File: config.mk
export PLATFORM = sky130hd
export DESIGN_NAME = pipe_result_fifo
export DESIGN_NICKNAME = d
export VERILOG_FILES = /design/src/rtl/pipe_pkg.sv /design/src/rtl/pipe_fifo.sv /design/src/rtl/pipe_result_fifo.sv
export SDC_FILE = /design/constraint.sdc
export NUM_CORES = 1
export LEC_CHECK = 0
export CORE_AREA = 3 3 107 109
export DETAILED_ROUTE_END_ITERATION = 6
export DIE_AREA = 0 0 110 112
export PLACE_DENSITY = 0.63
export SYNTH_ARGS = -nofsm -noshare
export SYNTH_HDL_FRONTEND = slang
export SYNTH_SLANG_ARGS = --single-unit
File: constraint.sdc
create_clock -name clk -period 3.83 [get_ports clk]
set_input_delay 0.766 -clock clk [delete_from_list [all_inputs] [get_ports clk]]
set_output_delay 0.766 -clock clk [all_outputs]
set_load 0.03 [all_outputs]
File: src/rtl/pipe_pkg.sv
// Shared sizing constants for the pipe result FIFO slice.
// Latency: none, constants only.
// Backpressure: none, constants only.
package pipe_pkg;
    localparam int N      = 10;  // result word width, matches the pipe datapath
    localparam int DEPTH  = 4;   // FIFO entries, power of two, at least 2
    localparam int SUM_W  = 16;  // running sum width
    localparam int DROP_W = 8;   // drop counter width
endpackage

File: src/rtl/pipe_fifo.sv
// Storage, pointers and occupancy for the result FIFO.
// Latency: a word written at edge k is readable at the head after edge k.
// Backpressure: none; the caller only pushes when not full or when popping.
// Ports: clk/rst (sync active-high), i_push_vld/i_wr_dat write the tail,
//        i_pop_vld removes the head, o_rd_dat is the head (0 when empty),
//        o_count/o_full/o_empty report occupancy.
module pipe_fifo
    import pipe_pkg::*;
#(
    parameter int W   = N,
    parameter int DPT = DEPTH,
    localparam int AW = $clog2(DPT)
) (
    input  logic          clk,
    input  logic          rst,
    input  logic          i_push_vld,
    input  logic [W-1:0]  i_wr_dat,
    input  logic          i_pop_vld,
    output logic [W-1:0]  o_rd_dat,
    output logic [AW:0]   o_count,
    output logic          o_full,
    output logic          o_empty
);
    logic [W-1:0]  r_mem [DPT];
    logic [AW-1:0] r_wr_ptr;
    logic [AW-1:0] r_rd_ptr;
    logic [AW:0]   r_count;
    logic          w_pop;
    logic          w_push;

    assign o_empty = (r_count == '0);
    assign o_full  = (r_count == (AW+1)'(DPT));

    // Guard here as well so occupancy can never leave 0..DPT even if the
    // caller misbehaves.
    assign w_pop  = i_pop_vld && !o_empty;
    assign w_push = i_push_vld && (!o_full || w_pop);

    // Pointers wrap naturally because DPT is a power of two.
    always_ff @(posedge clk) begin
        if (rst) begin
            r_wr_ptr <= '0;
            r_rd_ptr <= '0;
            r_count  <= '0;
        end else begin
            if (w_push) r_wr_ptr <= r_wr_ptr + AW'(1);
            if (w_pop)  r_rd_ptr <= r_rd_ptr + AW'(1);
            case ({w_push, w_pop})
                2'b10:   r_count <= r_count + (AW+1)'(1);
                2'b01:   r_count <= r_count - (AW+1)'(1);
                default: r_count <= r_count;
            endcase
        end
    end

    // Storage is left unreset; stale entries are never visible because the
    // head is masked while empty.
    always_ff @(posedge clk) begin
        if (w_push) r_mem[r_wr_ptr] <= i_wr_dat;
    end

    assign o_rd_dat = o_empty ? '0 : r_mem[r_rd_ptr];
    assign o_count  = r_count;
endmodule

File: src/rtl/pipe_result_fifo.sv
// Buffers results from the 3-stage arithmetic pipe and keeps statistics.
// Latency: one edge from f_in to out_data; no combinational bypass.
// Backpressure: none upstream; a word arriving while full and not popping is dropped.
// Ports: clk/rst (sync active-high); f_in/f_valid upstream results;
//        out_data/out_valid/out_ready consumer handshake; count occupancy;
//        sum/drop_cnt/overflow statistics, cleared by clr_stats.
module pipe_result_fifo
    import pipe_pkg::*;
#(
    parameter int N_P     = N,
    parameter int DEPTH_P = DEPTH,
    localparam int CW     = $clog2(DEPTH_P) + 1
) (
    input  logic              clk,
    input  logic              rst,
    input  logic [N_P-1:0]    f_in,
    input  logic              f_valid,
    output logic [N_P-1:0]    out_data,
    output logic              out_valid,
    input  logic              out_ready,
    output logic [CW-1:0]     count,
    output logic [SUM_W-1:0]  sum,
    output logic [DROP_W-1:0] drop_cnt,
    output logic              overflow,
    input  logic              clr_stats
);
    logic              w_full;
    logic              w_empty;
    logic              w_pop;
    logic              w_push;
    logic              w_drop;
    logic [SUM_W-1:0]  w_sum_base;
    logic [SUM_W:0]    w_sum_add;
    logic [SUM_W-1:0]  w_sum_nxt;
    logic [DROP_W-1:0] w_drop_base;
    logic [DROP_W-1:0] w_drop_nxt;
    logic              w_ovf_nxt;
    logic [SUM_W-1:0]  r_sum;
    logic [DROP_W-1:0] r_drop_cnt;
    logic              r_overflow;

    assign out_valid = !w_empty;
    assign w_pop     = out_valid && out_ready;
    // A pop in the same cycle frees a slot, so a full FIFO still accepts.
    assign w_push    = f_valid && (!w_full || w_pop);
    assign w_drop    = f_valid && w_full && !w_pop;

    pipe_fifo #(
        .W   (N_P),
        .DPT (DEPTH_P)
    ) u_fifo (
        .clk        (clk),
        .rst        (rst),
        .i_push_vld (w_push),
        .i_wr_dat   (f_in),
        .i_pop_vld  (w_pop),
        .o_rd_dat   (out_data),
        .o_count    (count),
        .o_full     (w_full),
        .o_empty    (w_empty)
    );

    // clr_stats zeroes the base first so same-cycle events land on a clean slate.
    assign w_sum_base  = clr_stats ? '0 : r_sum;
    assign w_sum_add   = {1'b0, w_sum_base} + (SUM_W+1)'(f_in);
    assign w_sum_nxt   = w_sum_add[SUM_W] ? '1 : w_sum_add[SUM_W-1:0];

    assign w_drop_base = clr_stats ? '0 : r_drop_cnt;
    assign w_drop_nxt  = (&w_drop_base) ? w_drop_base : w_drop_base + DROP_W'(1);
    assign w_ovf_nxt   = (clr_stats ? 1'b0 : r_overflow) | w_drop;

    always_ff @(posedge clk) begin
        if (rst) begin
            r_sum      <= '0;
            r_drop_cnt <= '0;
            r_overflow <= 1'b0;
        end else begin
            r_sum      <= w_push ? w_sum_nxt : w_sum_base;
            r_drop_cnt <= w_drop ? w_drop_nxt : w_drop_base;
            r_overflow <= w_ovf_nxt;
        end
    end

    assign sum      = r_sum;
    assign drop_cnt = r_drop_cnt;
    assign overflow = r_overflow;
endmodule

==> results.ini <==
[run_status]
status = finished clean

[synthesis]
synth-compound-area-share_pct = 12.1
yosysUniqueCellTypes = 57
synth_top_family_by_area = simple AND/OR/NAND/NOR gates
synth_top_area_share_pct = 32.7
yosysSeqAreaShare_pct = 51.2
yosysWarnings = 0
synthTopCellsByCount = edfxtp_1 (40), dfxtp_1 (34), a21oi_1 (29)
synthXorXnorAreaFrac_pct = 3.58
synth.mux.area_fraction_pct = 6.98
synth_edf_count = 40
yosysTopAreaCell = edfxtp_1
yosys-top-cells-area = edfxtp_1 (33%), dfxtp_1 (19%), mux4_2 (6.1%), ha_1 (5.4%), a21oi_1 (4.0%)
synthSimpleGateAreaFrac_pct = 16.5
ys_ff_latch = 74
synthesis.area_sq_um = 3670
post_synth_fa_ha_maj_area_fraction_pct = 6.54
synth_flop_cell = edfxtp_1
syn_nets = 351
synthArstFlopShare_pct = 0
yosysMostFrequentCell = edfxtp_1
avgSynthCellArea_sq_um = 11.6
syn_inst = 318

[clock_network]
clk_pin_slew_ps = 80
cts_tree = done
clock_sinks = 74
numCtsBuffers = 9
post_cts_resized = 0
htree_levels = 3
clock_latency_ps = 350
cts_hold_buf = 0
cts.path.max_buffers = 2
root_buffer = clkbuf_8
cts_setup_buffers = 0

[sta]
setup_tns_ps = 0
hold_viol = 0
hold-worst-slack_ps = 484
finClkSkew_ps = 6.66
setup_ws_ps = 609
fmax_mhz = 310
setup_violations = 0
period_minus_slack_ps = 3220
slew_headroom_pct = 46.6
worst_slew_pin_slew_ps = 799
slew_viol_final = 0
fin_crit_sh_pct = 84.1
rsz0062_at_grt = no

[worst_setup_path]
r2r-start = sum[0]
cp_max_fo = 10
rrSetupSlack_ps = 1370
required_ps = 3060
reg2reg_depth = 9
end_kind = output pin
crit_type = reg2out
endpoint = out_data[6]
arrival_ps = 2460
reg2reg_to = sum[9]
startpoint_type = flip-flop

[die]
core_area_sq_um = 10700
boundaryPins = 54
dieHeight_um = 112
die_area_sq_um = 12300
die_w_um = 110
initial_core_util_pct = 34.3
fp-row-count = 38

[placed_design]
pre_cts_ws_ps = 258
placed_cell_area_sq_um = 4380
dp_hpwl_um = 5740
io_buffers = 53
place_congestion = 0.838

[power_and_ir_drop]
p_leak_nw = 1.62
power.density_nw_per_um2 = 524
vdd_drop_max_mv = 0.196

[detailed_routing]
routed_via_density = 4.96
wl_per_cell_um = 15.0
ant_nets = 0
remaining_drc_errors = 0
vias = 2600
wirelength_um = 7840
drt_first_pass_iters = 4
initialDrtViolationCount = 108

[final_layout]
drive_above_1_share_pct = 11.7
antenna_cells = 0
area_delta_synth_final_pct = 24.9
final_area_sq_um = 4590
final_nets = 412
final_core_util_pct = 42.9

[grt]
first_global_vias = 2659
track_usage_pct = 13.6
grt_pass1_wl_um = 13000
grt-ovfl-total = 0
grt_max_degree = 23
antenna_found_initial = 0

[min_path]
hold_class = reg2reg
hold_depth = 2

[job]
cap_viol_max_count = 0

[placed cells by master (no fill, tap or decap), drive strengths merged, types with 7 or more instances in the layout]
master,count
ha,16
and2,16
nor2,16
nor2b,18
inv,20
xnor2,9
clkdlybuf4s50,53
nand3,9
edfxtp,40
a21oi,30
nand2,19
o21bai,9
clkbuf,9
dfxtp,34
buf,7
o21ai,8
mux4,10
[metrics by stage]
step | instances | power (W)
5_1_grt | 524 | 0.00255
6_report | 524 | 0.00240
2_1_floorplan | 318 | 0.00151
3_5_place_dp | 508 | 0.00180
4_1_cts | 524 | 0.00244
3_3_place_gp | 508 | 0.00178
[layout make-up]
cell class	count	area, sq um
Fill cell	1013	6110
Inverter	16	60.1
Multi-Input combinational cell	218	1680
Tap cell	140	175
Sequential cell	74	1880
Timing Repair Buffer	60	583
Clock buffer	9	124
Clock inverter	7	85.1
[layer usage]
metal  vias up  routed length, um  track usage (%)
met5         -                  0                0
met4         0                 91             3.66
met3        12                344             3.54
met2        62               3710             22.0
met1      1232               3690             18.0
li1       1294                  -                -
[critical path, stage by stage, from the launching register on]
cell and delay (ps):
dfxtp_1 760, mux4_2 590, and2_1 170, clkdlybuf4s50_1 580
[kinds of logic (layout without fill, tap and decap cells)]
family / Yosys count / in the layout
adder cells (fa/ha/maj): 18 / 18
buffers and inverters: 26 / 92
XOR/XNOR: 15 / 15
flip-flops: 74 / 74
multiplexers: 13 / 13
AND/OR/NAND/NOR: 106 / 106
AO/OA/AOI/OAI: 66 / 66
[power by group]
group / total, W / leakage, nW / internal, W / switching, W
Sequential: 0.000976 / 0.645 / 0.000909 / 0.0000671
Clock: 0.000643 / 0.100 / 0.000314 / 0.000328
Combinational: 0.000786 / 0.875 / 0.000354 / 0.000431
Total: 0.00240 / 1.62 / 0.00158 / 0.000827
[registers in the layout, summed over array words and instances (netlist names), named ones only]
register and flops:
drop_cnt 8, overflow 1, sum 16, u_fifo.o_count 3
u_fifo.r_mem 40, u_fifo.r_rd_ptr 2, u_fifo.r_wr_ptr 2
[how the worst min path moves through the flow]
stage	start	to	slack, ps
after CTS	overflow	overflow	490
final	overflow	overflow	480
after global placement	overflow	overflow	460
after floorplan	u_fifo.r_wr_ptr[1]	u_fifo.r_wr_ptr[1]	470
after detailed placement	overflow	overflow	480
after global routing	overflow	overflow	510
(Power assumes the default switching activity.)
